**src/rtl/uart_word_assembler_pkg.sv**
```systemverilog
// Shared constants and FSM encoding for the receive-side byte-to-word assembler.
package uart_word_assembler_pkg;

  // Byte geometry, shared with the transmit-side serializer.
  localparam int unsigned NB_BYTE = 8;
  localparam int unsigned N_BYTES = 4;

  // Assembler FSM states.
  typedef enum logic [1:0] {
    ST_IDLE    = 2'b00,
    ST_COLLECT = 2'b01,
    ST_VALID   = 2'b10
  } state_e;

endpackage : uart_word_assembler_pkg

```
**src/rtl/uart_word_assembler_timeout_counter.sv**
```systemverilog
// Saturating idle timer with a registered expiry flag; clear has priority over enable.
module timeout_counter #(
  parameter int unsigned TIMEOUT  = 50000,
  parameter int unsigned NB_TIMER = 16
) (
  input  logic i_clock,
  input  logic i_reset,
  input  logic i_enable,
  input  logic i_clear,
  output logic o_expired
);

  localparam logic [NB_TIMER-1:0] LIMIT = NB_TIMER'(TIMEOUT - 1);

  logic [NB_TIMER-1:0] count_q;

  // Count enabled cycles up to LIMIT and hold there; flag goes high with the count reaching LIMIT.
  always_ff @(posedge i_clock) begin
    if (i_reset || i_clear) begin
      count_q   <= '0;
      o_expired <= (LIMIT == '0);
    end else if (i_enable && (count_q != LIMIT)) begin
      count_q   <= count_q + NB_TIMER'(1);
      o_expired <= (count_q == (LIMIT - NB_TIMER'(1)));
    end
  end

endmodule : timeout_counter

```
**src/rtl/uart_word_assembler.sv**
```systemverilog
// Packs four consecutive UART RX bytes (little-endian) into one 32-bit word,
// with an inter-byte timeout and a flush that drops any partial word.
module uart_word_assembler #(
  parameter int unsigned NB_BYTE  = uart_word_assembler_pkg::NB_BYTE,
  parameter int unsigned N_BYTES  = uart_word_assembler_pkg::N_BYTES,
  parameter int unsigned NB_INDEX = 2,
  parameter int unsigned TIMEOUT  = 50000,
  parameter int unsigned NB_TIMER = 16
) (
  input  logic                       i_clock,
  input  logic                       i_reset,
  input  logic                       i_rx_done,
  input  logic [NB_BYTE-1:0]         i_rx_data,
  input  logic                       i_flush,
  output logic [NB_BYTE*N_BYTES-1:0] o_word,
  output logic                       o_word_valid,
  output logic [NB_INDEX-1:0]        o_byte_index,
  output logic                       o_busy,
  output logic                       o_timeout_err
);

  import uart_word_assembler_pkg::*;

  localparam int unsigned NB     = NB_BYTE * N_BYTES;
  localparam int unsigned NB_CNT = NB_INDEX + 1;

  state_e            state_q;
  state_e            state_d;
  logic [NB_CNT-1:0] cnt_q;
  logic [NB_CNT-1:0] cnt_d;
  logic [NB-1:0]     asm_q;
  logic [NB-1:0]     word_c;
  logic              accept_c;
  logic              complete_c;
  logic              timeout_c;
  logic              tmr_en_c;
  logic              tmr_clr_c;
  logic              tmr_expired;

  // Idle-time supervisor for the partial word.
  timeout_counter #(
    .TIMEOUT  (TIMEOUT),
    .NB_TIMER (NB_TIMER)
  ) u_timeout (
    .i_clock   (i_clock),
    .i_reset   (i_reset),
    .i_enable  (tmr_en_c),
    .i_clear   (tmr_clr_c),
    .o_expired (tmr_expired)
  );

  // Assembly register with the incoming byte dropped into its slot.
  always_comb begin
    word_c = asm_q;
    for (int unsigned k = 0; k < N_BYTES; k++) begin
      if (cnt_q == NB_CNT'(k)) begin
        word_c[k*NB_BYTE +: NB_BYTE] = i_rx_data;
      end
    end
  end

  // FSM state register.
  always_ff @(posedge i_clock) begin
    if (i_reset) begin
      state_q <= ST_IDLE;
    end else begin
      state_q <= state_d;
    end
  end

  // Next state, byte counter and datapath strobes; flush overrides any byte.
  always_comb begin
    state_d    = state_q;
    cnt_d      = cnt_q;
    accept_c   = 1'b0;
    complete_c = 1'b0;
    timeout_c  = 1'b0;
    tmr_en_c   = 1'b0;
    tmr_clr_c  = 1'b1;

    if (i_flush) begin
      state_d = ST_IDLE;
      cnt_d   = '0;
    end else begin
      unique case (state_q)
        ST_IDLE: begin
          if (i_rx_done) begin
            accept_c = 1'b1;
            cnt_d    = NB_CNT'(1);
            state_d  = ST_COLLECT;
          end
        end
        ST_COLLECT: begin
          if (i_rx_done) begin
            accept_c = 1'b1;
            if (cnt_q == NB_CNT'(N_BYTES - 1)) begin
              complete_c = 1'b1;
              cnt_d      = '0;
              state_d    = ST_VALID;
            end else begin
              cnt_d = cnt_q + NB_CNT'(1);
            end
          end else if (tmr_expired) begin
            timeout_c = 1'b1;
            cnt_d     = '0;
            state_d   = ST_IDLE;
          end else begin
            tmr_en_c  = 1'b1;
            tmr_clr_c = 1'b0;
          end
        end
        ST_VALID: begin
          // A byte landing in the VALID cycle starts the next word.
          if (i_rx_done) begin
            accept_c = 1'b1;
            cnt_d    = NB_CNT'(1);
            state_d  = ST_COLLECT;
          end else begin
            cnt_d   = '0;
            state_d = ST_IDLE;
          end
        end
        default: begin
          cnt_d   = '0;
          state_d = ST_IDLE;
        end
      endcase
    end
  end

  // Datapath: assembly register, byte counter and registered outputs.
  always_ff @(posedge i_clock) begin
    if (i_reset) begin
      cnt_q         <= '0;
      asm_q         <= '0;
      o_word        <= '0;
      o_word_valid  <= 1'b0;
      o_byte_index  <= '0;
      o_busy        <= 1'b0;
      o_timeout_err <= 1'b0;
    end else begin
      cnt_q <= cnt_d;
      if (accept_c) begin
        asm_q <= word_c;
      end
      if (complete_c) begin
        o_word <= word_c;
      end
      o_word_valid  <= complete_c;
      o_timeout_err <= timeout_c;
      o_busy        <= (state_d == ST_COLLECT);
      o_byte_index  <= cnt_d[NB_INDEX-1:0];
    end
  end

endmodule : uart_word_assembler

```
**config.mk**
```make
export PLATFORM = sky130hd
export DESIGN_NAME = uart_word_assembler
export DESIGN_NICKNAME = d
export VERILOG_FILES = /design/src/rtl/uart_word_assembler_pkg.sv /design/src/rtl/uart_word_assembler_timeout_counter.sv /design/src/rtl/uart_word_assembler.sv
export SDC_FILE = /design/constraint.sdc
export NUM_CORES = 1
export LEC_CHECK = 0
export ABC_CLOCK_PERIOD_IN_PS = 2050
export BUFFER_PORTS_ARGS = -buffer_cell sky130_fd_sc_hd__buf_2
export CORE_MARGIN = 2
export CORE_UTILIZATION = 35
export CTS_BUF_LIST = sky130_fd_sc_hd__clkbuf_16
export CTS_CLUSTER_DIAMETER = 80
export DETAILED_ROUTE_END_ITERATION = 12
export GPL_ROUTABILITY_DRIVEN = 0
export PLACE_DENSITY_LB_ADDON = 0.12
export SLEW_MARGIN = 20
export SYNTH_ARGS = -nofsm -noshare
export SYNTH_HDL_FRONTEND = slang
export SYNTH_SLANG_ARGS = --single-unit
```
**constraint.sdc**
```tcl
create_clock -name i_clock -period 2.05 [get_ports i_clock]
set_input_delay 0.1025 -clock i_clock [delete_from_list [all_inputs] [get_ports i_clock]]
set_output_delay 0.1025 -clock i_clock [all_outputs]
set_load 0.02 [all_outputs]
```
Word-level counts from Yosys, hierarchy flattened
Index checks and enable logic that the tools add are counted.
- flip-flop bits (word level): 89
- bits of input ports: 12
- output and inout port bits: 37
- logic and storage cells: 63
- $add $sub $neg: 2
- equality and inequality tests: 10
- mux-type cells: 32
- bitwise gates (word level): 1
- reduce and logical (&&, ||, !) cells: 8
- operators with widths (operator ; count):
    8-bit 2-to-1 mux ; 4
    1-bit 2-to-1 mux ; 17
    16-bit by 1-bit adder with 16-bit output (second input constant) ; 1
    16-bit equality test (second input constant) ; 1
    16-bit inequality test (second input constant) ; 1
    3-bit 2-to-1 mux ; 4
    2-bit 2-to-1 mux ; 5
    3-bit one-hot mux with 3 select lines ; 1
    3-bit by 2-bit equality test with 1-bit output (second input constant) ; 2
    2-bit one-hot mux with 3 select lines ; 1
    2-bit by 1-bit equality test with 1-bit output (second input constant) ; 2
    4-bit OR reduction ; 1
    3-bit by 1-bit adder with 3-bit output (second input constant) ; 1
    3-bit by 1-bit equality test with 1-bit output (second input constant) ; 1
    3-bit logical NOT ; 1
    3-bit by 2-bit inequality test with 1-bit output (second input constant) ; 1
    3-bit OR reduction ; 1
    2-bit equality test (second input constant) ; 1
    2-bit logical NOT ; 1
    2-bit inequality test (second input constant) ; 1
    2-bit AND reduction ; 1
    2-bit OR reduction ; 1
    1-bit logical AND ; 1
    1-bit logical OR ; 1
    1-bit inverter ; 1

Logic depth before layout (Yosys ltp)
- depth in word-level cells: 6
- gate-level depth with buffers: 7
- depth with buffers taken out: 6

Modules after synthesis
A second synthesis with hierarchy kept.
- cells, all modules: 384
- area, all modules: 3774.9 µm²
- modules (own cells, without submodules) (module ; instances ; cells each ; area each (µm²) ; sequential area each (µm²)):
    uart_word_assembler ; 1 ; 278 ; 2897.8 ; 1281.2
    timeout_counter ; 1 ; 106 ; 877.1 ; 340.3

Worst setup path after synthesis
OpenSTA, ideal clock, no wires.
- path type: register to register
- start point: register state_q[0]
- end point: register u_timeout.count_q[13]
- setup time: 0.071 ns
- arrival: 2.134 ns
- required time: 1.979 ns
- slack: -0.154 ns
- stages on the path, launching flop included: 8
- buffers on the path: 3
- clock period less this slack: 2.204 ns
- cell sequence: dfxtp_1 buf_2 or4b_1 buf_2 or3_1 buf_2 or4_1 a21oi_1
- cells in the longest elaborated chain, start to end: 4
- elaborated cells between the ends (all ways): 7
- classes of those cells: eq/ne (1); mux (4); reduce/logical (2)
- ends and longest elaborated chain (what ; RTL line ; RTL):
    start: declaration ; uart_word_assembler.sv:27 ; state_e state_q;
    start signal: assignment ; uart_word_assembler.sv:67 ; state_q <= state_d;
    2-bit by 1-bit equality test with 1-bit output (*) ; uart_word_assembler.sv:85 ; unique case (state_q)
    1-bit 2-to-1 mux ; uart_word_assembler.sv:85 ;
    1-bit 2-to-1 mux ; uart_word_assembler.sv:81 ; if (i_flush) begin
    1-bit logical AND / 1-bit logical OR (equally long branches) ; uart_word_assembler_timeout_counter.sv:22, uart_word_assembler_timeout_counter.sv:19 ;
    end signal: assignment ; uart_word_assembler_timeout_counter.sv:23 ; count_q <= count_q + NB_TIMER'(1);
    end: declaration ; uart_word_assembler_timeout_counter.sv:15 ; logic [NB_TIMER-1:0] count_q;
Mark *: on every way between the ends. The rest lies on a longest branch, timed or not.
A chain may end at the register's enable or synchronous reset.

Final worst setup path
- start point: register u_timeout.count_q[10]
- end point: register u_timeout.count_q[3]
- cells in the longest elaborated chain, start to end: 2
- ends and longest elaborated chain (what ; RTL line ; RTL):
    16-bit inequality test ; uart_word_assembler_timeout_counter.sv:22 ; end else if (i_enable && (count_q != LIMIT)) begin
    1-bit logical AND ; uart_word_assembler_timeout_counter.sv:22 ;
No other way between the ends.

==> impl_results.md <==
- Clock Sinks: between 80 and 90
- Fraction of layout cells with a size suffix above 1: between 10% and 20%
- WL final: roughly 8200 µm
- Ports: 49
- Vias in the first global route: 2783
- Die height: roughly 100 µm
- Reg clk slew, reported paths: around 0.060 ns
- Std-Cell Rows: 36
- Worst setup margin: roughly 0.09 ns
- Cells after DPL: 559
- Worst-Margin Slew: ~0.62 ns
- Library cells used by synthesis: 34
- DR WL/cell: 14.33 µm
- Yosys reg bits: slightly above 80
- PwrDens: ~850 nW/µm²
- Syn_area_per_cell: around 8.7 µm²
- Fin crit share: between 90% and 100%
- YS warnings: 0
- Cell area after layout: ~4200 µm²
- Critical path class: flop to flop
- Startpoint Class: flop
- Sequential cell area fraction in the yosys report: a little under half
- Main area contributors after synthesis: dfxtp_1 47%, mux2i_1 9.5%, nand2_1 6.4%
- Part of the power in registers: between 40% and 50%
- Layout area overhead: 21.40%
- ANT cells: 0
- Worst skew pair latency: between 0.3 and 0.4 ns
- # port buffers: 48
- Dpl ws: just over 0.03 ns
- Post-route insts no fill: 575
- TritonCTS buffer count: 9
- Internal: between 2 and 3 mW
- Fin. max-slew vios: 0
- Top-count cell post-synth: dfxtp_1
- Global route overflow: 0
- Synthesized area: about 3500 µm²
- Main synth FF type: dfxtp_1
- Initial antenna violation count: 0
- CTS H-tree lvls: 3
- Arrival @ worst endpoint: approximately 2.2 ns
- CTS tree: built
- Final HPWL DP: 5581 µm
- Die Area: 10770 µm²
- Chip Width: between 100 and 150 µm
- Min Tclk post-route: between 1.5 and 2 ns
- Setup violators final: 0
- Synth cell count leaders: 81 x dfxtp_1, 59 x nand2_1, 47 x nor2_1, 33 x mux2i_1, 30 x clkbuf_1
- Share of the synthesized area in the top cell type: between 40% and 50%
- Maximum clock insertion buffer count: 2
- Data required, critical path: around 2.3 ns
- Post-DP Area: 3874 µm²
- Slew margin rel.: approximately 58%
- Core area: 9729 µm²
- Hold Slack: 0.09190 ns
- Filler cell count: approximately 980
- Syn Inst Count: 400
- Largest fanout on the critical path: 6
- DR vias: 2817
- Synth area leader: dfxtp_1
- Total negative slack: 0 ns
- Leak: between 1.5 and 2 nW
- Number of synthesized flops with an enable pin: 0
- Total GRT Usage: between 15 and 20%
- CTS Root Cell: clkbuf_16
- Gate power share: under 10%
- Worst setup EP type: flop
- Number of remaining DRC errors: 0
- First-pass GRT wire length: approximately 14000 µm
- Initial Utilization: 35.82%
- Drt first pass iters: 4
- Final net count: roughly 460
- Asr flop ratio synth: 0%
- Largest net degree at the start of global routing: 61
- Max rail drop VDD: around 0.37 mV
- Post-Route Utilization: 43.48%
- Hold violation total from the final report: 0
- Fmax: around 510 MHz
- Post-DR vias/cell: about 5
- Power Total: approximately 3.6 mW
- Status: finished clean
- DRT iter0 DRCs: ~130
- Clock power frac: 51.3%
- Layout Skew: 0.007361 ns
- Hold/Removal Path Class: input pin to flop
- Synth Net Count: about 420
- Hold buffer count at CTS: 0
- Psw: around 750 µW
- RSZ-0062 raised after global routing: false
- Net Sw Frac: between 20% and 30%
- Antenna-violating nets left: 0
- Max_cap viols: 0
[cells in the final DEF (no fill, tap or decap), types with 2 or more instances in the layout]
cell type and instances:
clkbuf_16 9, xnor2_1 6, inv_1 12, o31ai_1 4
nand3_1 5, nor2b_1 4, a311oi_1 2, or3_1 6
ha_1 6, dfxtp_1 80, buf_2 48, a32oi_1 15
nor3b_1 2, nor2_1 47, nand2_1 59, nand2b_1 19
a211oi_1 11, o21ai_0 4, mux2i_1 33, or4_1 7
or3_4 2, buf_4 15, bufinv_16 3, nand4_1 5
a21oi_1 16, nor4_1 4, nor3_1 3
[metal layers]
layer / global-route usage, % / up-vias / part of all wire (%)
met2: 24.79 / 52 / 44
li1: - / 1454 / -
met3: 2.454 / 7 / 3.0
met4: 6.274 / 0 / 0.86
met1: 22.46 / 1304 / 52
met5: 0 / - / 0
[power groups by stage]
stage	Clock, mW	Combinational (mW)	Sequential, mW
2_1_floorplan	0	0.109	1.63
6_report	1.84	0.149	1.59
3_5_place_dp	0	0.150	1.63
3_3_place_gp	0	0.150	1.63
4_1_cts	1.88	0.151	1.59
5_1_grt	1.96	0.165	1.60
[sequential cells by signal, indices dropped and copies added, names as in the netlist]
register	cells
u_timeout.o_expired	1
o_timeout_err	1
o_word_valid	1
asm_q	24
state_q	2
o_busy	1
o_word	32
u_timeout.count_q	16
cnt_q	3
[cell families after synthesis]
kind of cell               after synthesis  share of synthesized area (%)
AOI/OAI and AO/OA                       55                          11.02
xor gates and xnor gates                 6                          1.508
adders and majority gates                6                          2.154
buffers and inverters                   49                          5.817
DFF                                     81                          46.54
muxes                                   33                          9.479
and+or+nand+nor                        170                          23.48
[critical path: stages, from the launching register on]
cell and delay (ns):
dfxtp_1 0.34, or4_1 0.54, or4b_1 0.66, nand4_1 0.17, mux2i_1 0.19
[worst paths after layout]
check                   startpoint                    to  slack [ns]  cells past startpoint
min reg2reg             o_word[26]            o_word[26]        0.45                      2
max          u_timeout.count_q[10]  u_timeout.count_q[3]        0.09                      4
max reg2reg  u_timeout.count_q[10]  u_timeout.count_q[3]        0.09                      4
min                   i_rx_data[5]            o_word[29]        0.09                      3
[timing repair]
item                       in CTS  in global routing
buffers inserted                0                  0
hold endpoints to repair        0                  0
gates resized for setup         0                  3
setup endpoints to repair       0                 13
[cell type report]
class	instances	area [µm²]	area share, %
multi-input combinational	270	1683	39.78
timing repair buffer	64	372.9	8.814
tap	133	166.4	3.934
sequential	81	1623	38.36
inverter	11	41.29	0.9760
clock inverter	7	118.9	2.810
clock buffer	9	225.2	5.324
Note: power is estimated with default switching activity, not from simulation.
